==> src/rtl/cla_pkg.sv <==
// -----------------------------------------------------------------------------
// cla_pkg
// Shared definitions for the registered carry-lookahead adder.
//   GROUP_W : width of one first-level lookahead group (fixed at 4 bits)
//   pg_t    : propagate/generate pair summarising one group
// No ports; imported by the lookahead block and the adder top.
// -----------------------------------------------------------------------------
package cla_pkg;

    localparam int GROUP_W = 4;

    // Group summary: p = every bit of the group propagates,
    // g = the group produces a carry on its own regardless of carry in.
    typedef struct packed {
        logic p;
        logic g;
    } pg_t;

endpackage

==> src/rtl/cla_if.sv <==
// -----------------------------------------------------------------------------
// cla_if
// Operand/result bundle for the carry-lookahead adder.
//   a, b     : operands, unsigned, WIDTH bits        (master -> slave)
//   cin      : carry in                              (master -> slave)
//   s        : registered sum, WIDTH bits            (slave -> master)
//   cout     : registered carry out                  (slave -> master)
//   grp_p    : registered whole-word propagate       (slave -> master)
//   grp_g    : registered whole-word generate        (slave -> master)
// The adder is the slave; whoever supplies operands is the master.
// -----------------------------------------------------------------------------
interface cla_if #(
    parameter int WIDTH = 4
) ();

    logic [WIDTH-1:0] a;
    logic [WIDTH-1:0] b;
    logic             cin;
    logic [WIDTH-1:0] s;
    logic             cout;
    logic             grp_p;
    logic             grp_g;

    modport master (
        output a, b, cin,
        input  s, cout, grp_p, grp_g
    );

    modport slave (
        input  a, b, cin,
        output s, cout, grp_p, grp_g
    );

endinterface

==> src/rtl/cla_block4.sv <==
// -----------------------------------------------------------------------------
// cla_block4
// Purely combinational 4-bit carry-lookahead unit.
//   a_i, b_i : 4-bit operand slices
//   c_i      : carry into this group
//   s_o      : 4-bit sum slice
//   pg_o     : group propagate/generate summary
// Internal carries are flat sum-of-products of g/p/c_i, so there is no ripple
// path through the group. The group P/G outputs never depend on c_i, which is
// what lets the second-level unit compute every group's carry in parallel.
// -----------------------------------------------------------------------------
module cla_block4
    import cla_pkg::*;
(
    input  logic [GROUP_W-1:0] a_i,
    input  logic [GROUP_W-1:0] b_i,
    input  logic               c_i,
    output logic [GROUP_W-1:0] s_o,
    output pg_t                pg_o
);

    logic [GROUP_W-1:0] bitProp;
    logic [GROUP_W-1:0] bitGen;
    logic [GROUP_W-1:0] bitCarry;

    // Per-bit propagate and generate terms.
    assign bitProp = a_i ^ b_i;
    assign bitGen  = a_i & b_i;

    // Carries into bits 1..3, each written out in full rather than chained
    // from the previous carry, so every one is two gate levels from g/p.
    assign bitCarry[0] = c_i;
    assign bitCarry[1] = bitGen[0]
                       | (bitProp[0] & c_i);
    assign bitCarry[2] = bitGen[1]
                       | (bitProp[1] & bitGen[0])
                       | (bitProp[1] & bitProp[0] & c_i);
    assign bitCarry[3] = bitGen[2]
                       | (bitProp[2] & bitGen[1])
                       | (bitProp[2] & bitProp[1] & bitGen[0])
                       | (bitProp[2] & bitProp[1] & bitProp[0] & c_i);

    assign s_o = bitProp ^ bitCarry;

    // Group summary handed up to the second-level lookahead. The carry out of
    // this group is rebuilt there as G | P & c_i.
    assign pg_o.p = &bitProp;
    assign pg_o.g = bitGen[3]
                  | (bitProp[3] & bitGen[2])
                  | (bitProp[3] & bitProp[2] & bitGen[1])
                  | (bitProp[3] & bitProp[2] & bitProp[1] & bitGen[0]);

endmodule

==> src/rtl/cla.sv <==
// -----------------------------------------------------------------------------
// cla
// Registered carry-lookahead adder: {cout, s} = a + b + cin, one cycle latency.
//   clk    : rising-edge clock
//   rst_n  : asynchronous active-low reset, clears every output immediately
//   bus    : cla_if slave port (a, b, cin in; s, cout, grp_p, grp_g out)
// Parameter WIDTH must be a positive multiple of 4. The word is split into
// WIDTH/4 cla_block4 groups; a second-level lookahead builds each group's
// carry in directly from the group P/G summaries and cin. A new operand set is
// accepted every cycle with no handshake.
// -----------------------------------------------------------------------------
module cla
    import cla_pkg::*;
#(
    parameter int WIDTH = 4
) (
    input  logic  clk,
    input  logic  rst_n,
    cla_if.slave  bus
);

    localparam int NumGroups = WIDTH / GROUP_W;

    // Reject widths the group structure cannot tile exactly.
    if ((WIDTH < GROUP_W) || ((WIDTH % GROUP_W) != 0)) begin : g_widthCheck
        $error("cla: WIDTH must be a positive multiple of 4");
    end

    logic [NumGroups-1:0] grpProp;
    logic [NumGroups-1:0] grpGen;
    logic [NumGroups:0]   grpCarry;
    logic [WIDTH-1:0]     sum_d;
    logic                 carryOut_d;
    logic                 wordProp_d;
    logic                 wordGen_d;
    logic [WIDTH-1:0]     sum_q;
    logic                 carryOut_q;
    logic                 wordProp_q;
    logic                 wordGen_q;

    // Carry into group k as a flat sum-of-products:
    //   G[k-1] | P[k-1]G[k-2] | ... | P[k-1]..P[0]cin
    // The loops unroll into independent product terms, so no term waits on
    // another group's carry. With cIn tied low and k = NumGroups this is the
    // whole-word generate.
    function automatic logic carryInto(
        input logic [NumGroups-1:0] gp,
        input logic [NumGroups-1:0] gg,
        input logic                 cIn,
        input int                   k
    );
        logic acc;
        logic term;
        acc = cIn;
        for (int m = 0; m < k; m++) begin
            acc = acc & gp[m];
        end
        for (int j = 0; j < k; j++) begin
            term = gg[j];
            for (int m = j + 1; m < k; m++) begin
                term = term & gp[m];
            end
            acc = acc | term;
        end
        return acc;
    endfunction

    // One lookahead block per 4-bit slice. Each block's P/G depends only on
    // its operand bits; its sum uses the carry delivered by the second level.
    for (genvar k = 0; k < NumGroups; k++) begin : g_group
        pg_t groupPg;

        cla_block4 u_block4 (
            .a_i  (bus.a[k*GROUP_W +: GROUP_W]),
            .b_i  (bus.b[k*GROUP_W +: GROUP_W]),
            .c_i  (grpCarry[k]),
            .s_o  (sum_d[k*GROUP_W +: GROUP_W]),
            .pg_o (groupPg)
        );

        assign grpProp[k] = groupPg.p;
        assign grpGen[k]  = groupPg.g;
    end

    // Second-level lookahead: every group carry, including the final carry
    // out, computed side by side from the group summaries and cin.
    for (genvar k = 0; k <= NumGroups; k++) begin : g_carry
        assign grpCarry[k] = carryInto(grpProp, grpGen, bus.cin, k);
    end

    assign carryOut_d = grpCarry[NumGroups];
    assign wordProp_d = &grpProp;
    assign wordGen_d  = carryInto(grpProp, grpGen, 1'b0, NumGroups);

    // Output register. Reset clears everything at once and throws away any
    // sum computed from the operands present when reset arrived; the first
    // capture after release happens on the next rising edge.
    always_ff @(posedge clk or negedge rst_n) begin
        if (!rst_n) begin
            sum_q      <= '0;
            carryOut_q <= 1'b0;
            wordProp_q <= 1'b0;
            wordGen_q  <= 1'b0;
        end else begin
            sum_q      <= sum_d;
            carryOut_q <= carryOut_d;
            wordProp_q <= wordProp_d;
            wordGen_q  <= wordGen_d;
        end
    end

    assign bus.s     = sum_q;
    assign bus.cout  = carryOut_q;
    assign bus.grp_p = wordProp_q;
    assign bus.grp_g = wordGen_q;

endmodule

==> src/flat_wrapper.sv <==
// flat-port wrapper written by rule: the top's interface ports become plain ports
module cla_flat import cla_pkg::*;
#(
    parameter int WIDTH = 4
)
  (clk, rst_n, bus_a, bus_b, bus_cin, bus_s, bus_cout, bus_grp_p, bus_grp_g);
  cla_if #(.WIDTH(WIDTH)) bus_i ();
  input  logic clk;
  input  logic rst_n;
  input wire logic [$bits(bus_i.a)-1:0] bus_a;
  input wire logic [$bits(bus_i.b)-1:0] bus_b;
  input wire logic [$bits(bus_i.cin)-1:0] bus_cin;
  output wire logic [$bits(bus_i.s)-1:0] bus_s;
  output wire logic [$bits(bus_i.cout)-1:0] bus_cout;
  output wire logic [$bits(bus_i.grp_p)-1:0] bus_grp_p;
  output wire logic [$bits(bus_i.grp_g)-1:0] bus_grp_g;
  assign bus_i.a = bus_a;
  assign bus_i.b = bus_b;
  assign bus_i.cin = bus_cin;
  assign bus_s = bus_i.s;
  assign bus_cout = bus_i.cout;
  assign bus_grp_p = bus_i.grp_p;
  assign bus_grp_g = bus_i.grp_g;
  cla #(.WIDTH(WIDTH)) u_core (.clk(clk), .rst_n(rst_n), .bus(bus_i));
endmodule
==> config.mk <==
export PLATFORM = sky130hd
export DESIGN_NAME = cla_flat
export DESIGN_NICKNAME = d
export VERILOG_FILES = /design/src/rtl/cla_pkg.sv /design/src/rtl/cla_if.sv /design/src/rtl/cla_block4.sv /design/src/rtl/cla.sv /design/src/flat_wrapper.sv
export SDC_FILE = /design/constraint.sdc
export NUM_CORES = 1
export LEC_CHECK = 0
export BUFFER_PORTS_ARGS = -buffer_cell sky130_fd_sc_hd__buf_2
export CAP_MARGIN = 20
export CORE_AREA = 2 2 39 41
export CTS_CLUSTER_DIAMETER = 120
export DETAILED_ROUTE_END_ITERATION = 7
export DIE_AREA = 0 0 41 43
export HOLD_SLACK_MARGIN = 0.1
export PLACE_DENSITY = 0.51
export SYNTH_ARGS = -nofsm -noshare
export SYNTH_HDL_FRONTEND = slang
export SYNTH_HIERARCHICAL = 1
export SYNTH_SLANG_ARGS = --single-unit
==> constraint.sdc <==
create_clock -name clk -period 0.9 [get_ports clk]
set_input_delay 0 -clock clk [delete_from_list [all_inputs] [get_ports clk]]
set_output_delay 0 -clock clk [all_outputs]
set_load 0.01 [all_outputs]
### After elaboration in Yosys (flattened, before gate mapping)

Cells that the tools add are included.

| word-level totals | value |
|---|---|
| input port bits | 11 |
| logic and storage cells | 33 |
| output and inout bits | 7 |
| register bits | 7 |

| cells by class | value |
|---|---|
| bitwise operators | 28 |
| reductions and logical operators | 1 |

Operators with widths:

| cell | number |
|---|---|
| AND 1 bit | 15 |
| OR 1 bit | 10 |
| XOR 4 bit | 2 |
| AND 4 bit | 1 |
| AND reduction 4 bit | 1 |

### Longest topological paths before layout

| logic depth | value |
|---|---|
| depth in word-level cells | 6 |
| depth in mapped cells | 5 |
| mapped depth without buffers | 5 |

### Modules after synthesis

The synthesis kept the hierarchy.

Modules (own cells, without submodules):

| module | sequential area each (um2) | area each (um2) | times used | cells each |
|---|---|---|---|---|
| cla | 175.2 | 182.7 | 1 | 8 |
| cla_block4 | 0.0 | 182.7 | 1 | 22 |

### Least setup slack after synthesis

OpenSTA, ideal clock, no wires.

| timing | value |
|---|---|
| path type | input-to-reg |
| start point | input bus_a[2] |
| end point | register u_core.carryOut_q (netlist: u_core/bus.cout) |
| required time | 0.782 ns |
| path slack | -0.110 ns |
| path buffers | 0 |
| cell stages on the path | 5 |
| library setup time | 0.118 ns |
| data arrival time | 0.892 ns |
| cells stage by stage | ha_1 -> a21oi_1 -> nand2_1 -> a21o_1 -> a21o_1 |

RTL lines:

| what | RTL line | RTL |
|---|---|---|
| from (decl) | flat_wrapper.sv:10 | `input wire logic [$bits(bus_i.a)-1:0] bus_a;` |
| to (signal assigned) | cla.sv:106 | `carryOut_q <= carryOut_d;` |
| to (decl) | cla.sv:37 | `logic carryOut_q;` |

==> flow_metrics.py <==
metrics = {
    "critical_path": {
        "path_cells": "buf_2, ha_4, a21oi_2, nand2_1, a21o_1, a21o_1",
        "cpMostUsedCell": "a21o_1",
        "cp_data_arrival_time_ns": 0.92,
        "critPathMaxStageDelay_ns": 0.24,
        "slowest_stage": "ha_4",
        "crit_path_end_kind": "register",
        "setup.worst_path.class": "in -> reg",
        "crit_fanout": 3,
        "startpoint_type": "primary input",
        "required_ns": 1.03,
    },
    "logic_synthesis": {
        "synth_compound_area_share_pct": 9.93,
        "synthSimpleGateAreaFrac_pct": 8.22,
        "synth.area.mux_share_pct": 0,
        "synth_cell_type_count": 13,
        "yosys_warnings": 6,
        "synth_top_family_by_area": "adder cells",
        "syn_area_per_cell_um2": 12.2,
        "synth_nets": 47,
        "ys_ff_latch": 7,
        "yosysSeqAreaShare_pct": 47.9,
        "synthXorXnorAreaFrac_pct": 7.19,
        "synthAdderAreaFrac_pct": 22.6,
        "synth_cells": 30,
        "netlist_area_um2": 365,
    },
    "timing": {
        "final-hold-violation-count": 0,
        "max_freq_mhz": 1280,
        "period_minus_slack_ns": 0.783,
        "setup_viol": 0,
        "postLayoutSetupSlackWorst_ns": 0.117,
        "slew_headroom_pct": 90.4,
        "worstMarginPinSlew_ns": 0.143,
        "final_max_slew_viol_count": 0,
        "grt_setup_unrepaired": "false",
        "post-route-period-util_pct": 87.0,
    },
    "flow_run": {
        "drv_cap": 0,
    },
    "cts": {
        "cts_buffer_depth": 2,
        "cts_num_sinks": 7,
        "post_cts_buffers": 0,
        "cts_buffers": 3,
        "cts.clk_slew.worst_paths_ns": 0.05,
        "ctsResizeCount": 0,
        "cts_root_buf": "clkbuf_4",
        "htreeDepth": 1,
        "cts_tree": "built",
    },
    "finish": {
        "num_antenna_cells": 0,
        "final_cell_mix": "17 x buf_2, 7 x dfrtp_1, 6 x buf_4",
        "fillers": 154,
        "drive_gt1_share_pct": 52.5,
        "area_growth_pct": 61.6,
        "fin_nets": 77,
        "final_common_cell": "buf_2",
        "final_cells": 75,
    },
    "floorplan": {
        "core-area_um2": 1380,
        "dieArea_um2": 1760,
        "io_pins": 18,
        "dieHeight_um": 43,
        "rows": 14,
        "die_w_um": 41,
        "initial_core_util_pct": 26.4,
    },
    "worst_hold_path": {
        "hold_class": "in -> reg",
    },
    "routing": {
        "drt_wl_total_um": 618,
        "route.vias.total": 313,
        "wl_per_cell_um": 8.24,
        "first_iter_violations": 1,
        "drt_first_pass_iters": 2,
        "viasPerCell": 4.17,
        "route.detailed.drc": 0,
        "ant_nets": 0,
    },
    "global_routing": {
        "antenna_found_initial": 0,
        "grtUsageTotal_pct": 9.06,
        "grt_pass1_vias": 279,
        "grt_first_pass_wirelength_um": 1040,
        "grt_max_degree": 8,
        "overflow": 0,
    },
    "placement": {
        "place_hpwl_um": 530,
        "place_ws_ns": -0.143,
        "portBuffers": 17,
        "dp.cells": 69,
        "place_congestion": 0.693,
    },
    "pwr": {
        "p_leak_nw": 0.324,
        "ir_drop_mv": 0.426,
        "p_per_area_nw_per_um2": 1530,
    },
    "run_status": {
        "status": "complete, no violations",
    },
}
## logic make-up (layout without fill, tap and decap cells)
group,after synthesis,in the layout
DFF,7,7
adders and majority gates,6,6
AOI/OAI and AO/OA,5,5
and+or+nand+nor,5,5
buffers and inverters,4,33
xor gates and xnor gates,3,3
## state kept, by name, summed over array words and instances, names as in the netlist
name and flops:
u_core/bus.s 4, u_core/bus.cout 1, u_core/bus.grp_p 1, u_core/bus.grp_g 1
## where the power goes
| part | switching, mW | leakage, nW | internal [mW] |
|---|---|---|---|
| clock | 0.104 | 0.0150 | 0.168 |
| sequential | 0.00794 | 0.0846 | 0.361 |
| combinational | 0.123 | 0.224 | 0.137 |
## through the flow
stage                     setup TNS [ns]  util (%)  power [mW]  hold WS, ns  cell area, um^2
after floorplan                        0         -       0.514       -0.296              394
after global placement            -0.335      39.3       0.632       -0.165              544
after detailed placement          -0.360      39.3       0.633       -0.166              544
after CTS                              0      42.7       0.923        0.103              591
after global routing                   0      42.7       0.974        0.120              591
final                                  0      42.7       0.902        0.108              591
## per-layer routing
metal / part of all wire [%] / up-vias / global-route usage, %
met5: 0 / - / 0
met2: 50 / 12 / 12.2
met4: 0 / 0 / 12.0
met1: 40 / 142 / 10.7
met3: 9.1 / 0 / 0
li1: - / 159 / -
## critical path: cells and delay by family
family | cells | cell delay, ns
AO/OA/AOI/OAI | 3 | 0.49
AND/OR/NAND/NOR | 1 | 0.07
adder cells (fa/ha/maj) | 1 | 0.24
buffers and inverters | 1 | 0.11
## synthesized netlist by cell type
master | instances | area share (%)
xor2_1 | 1 | 2.4
fa_1 | 1 | 5.5
a21o_1 | 3 | 6.2
nand3_1 | 2 | 2.7
and4_2 | 1 | 2.7
inv_1 | 4 | 4.1
nand2_1 | 1 | 1.0
a21oi_2 | 1 | 2.4
dfrtp_1 | 7 | 48
xnor2_1 | 2 | 4.8
nand4_1 | 1 | 1.7
a21oi_1 | 1 | 1.4
ha_1 | 5 | 17
## area by class of cell
type / instances / area (um^2) / share of cell area [%]
Clock buffer: 4 / 26.3 / 4.45
Inverter: 4 / 15.0 / 2.54
Multi-Input combinational cell: 19 / 204 / 34.5
Sequential cell: 7 / 175 / 29.7
Tap cell: 16 / 20.0 / 3.39
Timing Repair Buffer: 25 / 150 / 25.4
## path summary, 6_finish.rpt
path / slack, ns / cells after the start / end / from
worst max-delay path: 0.12 / 6 / u_core/bus.cout / bus_a[2]
worst min-delay path: 0.11 / 3 / u_core/bus.grp_g / bus_b[3]
max in group asynchronous: 0.64 / 2 / u_core/bus.s[0] / rst_n
min in group asynchronous: 0.12 / 2 / u_core/bus.grp_g / rst_n
## timing repair
action	4_1_cts	5_1_grt
endpoints found under the hold margin	8	0
setup endpoints to repair	0	0
hold buffers	2	0
Power figures use the tool's default switching activity.
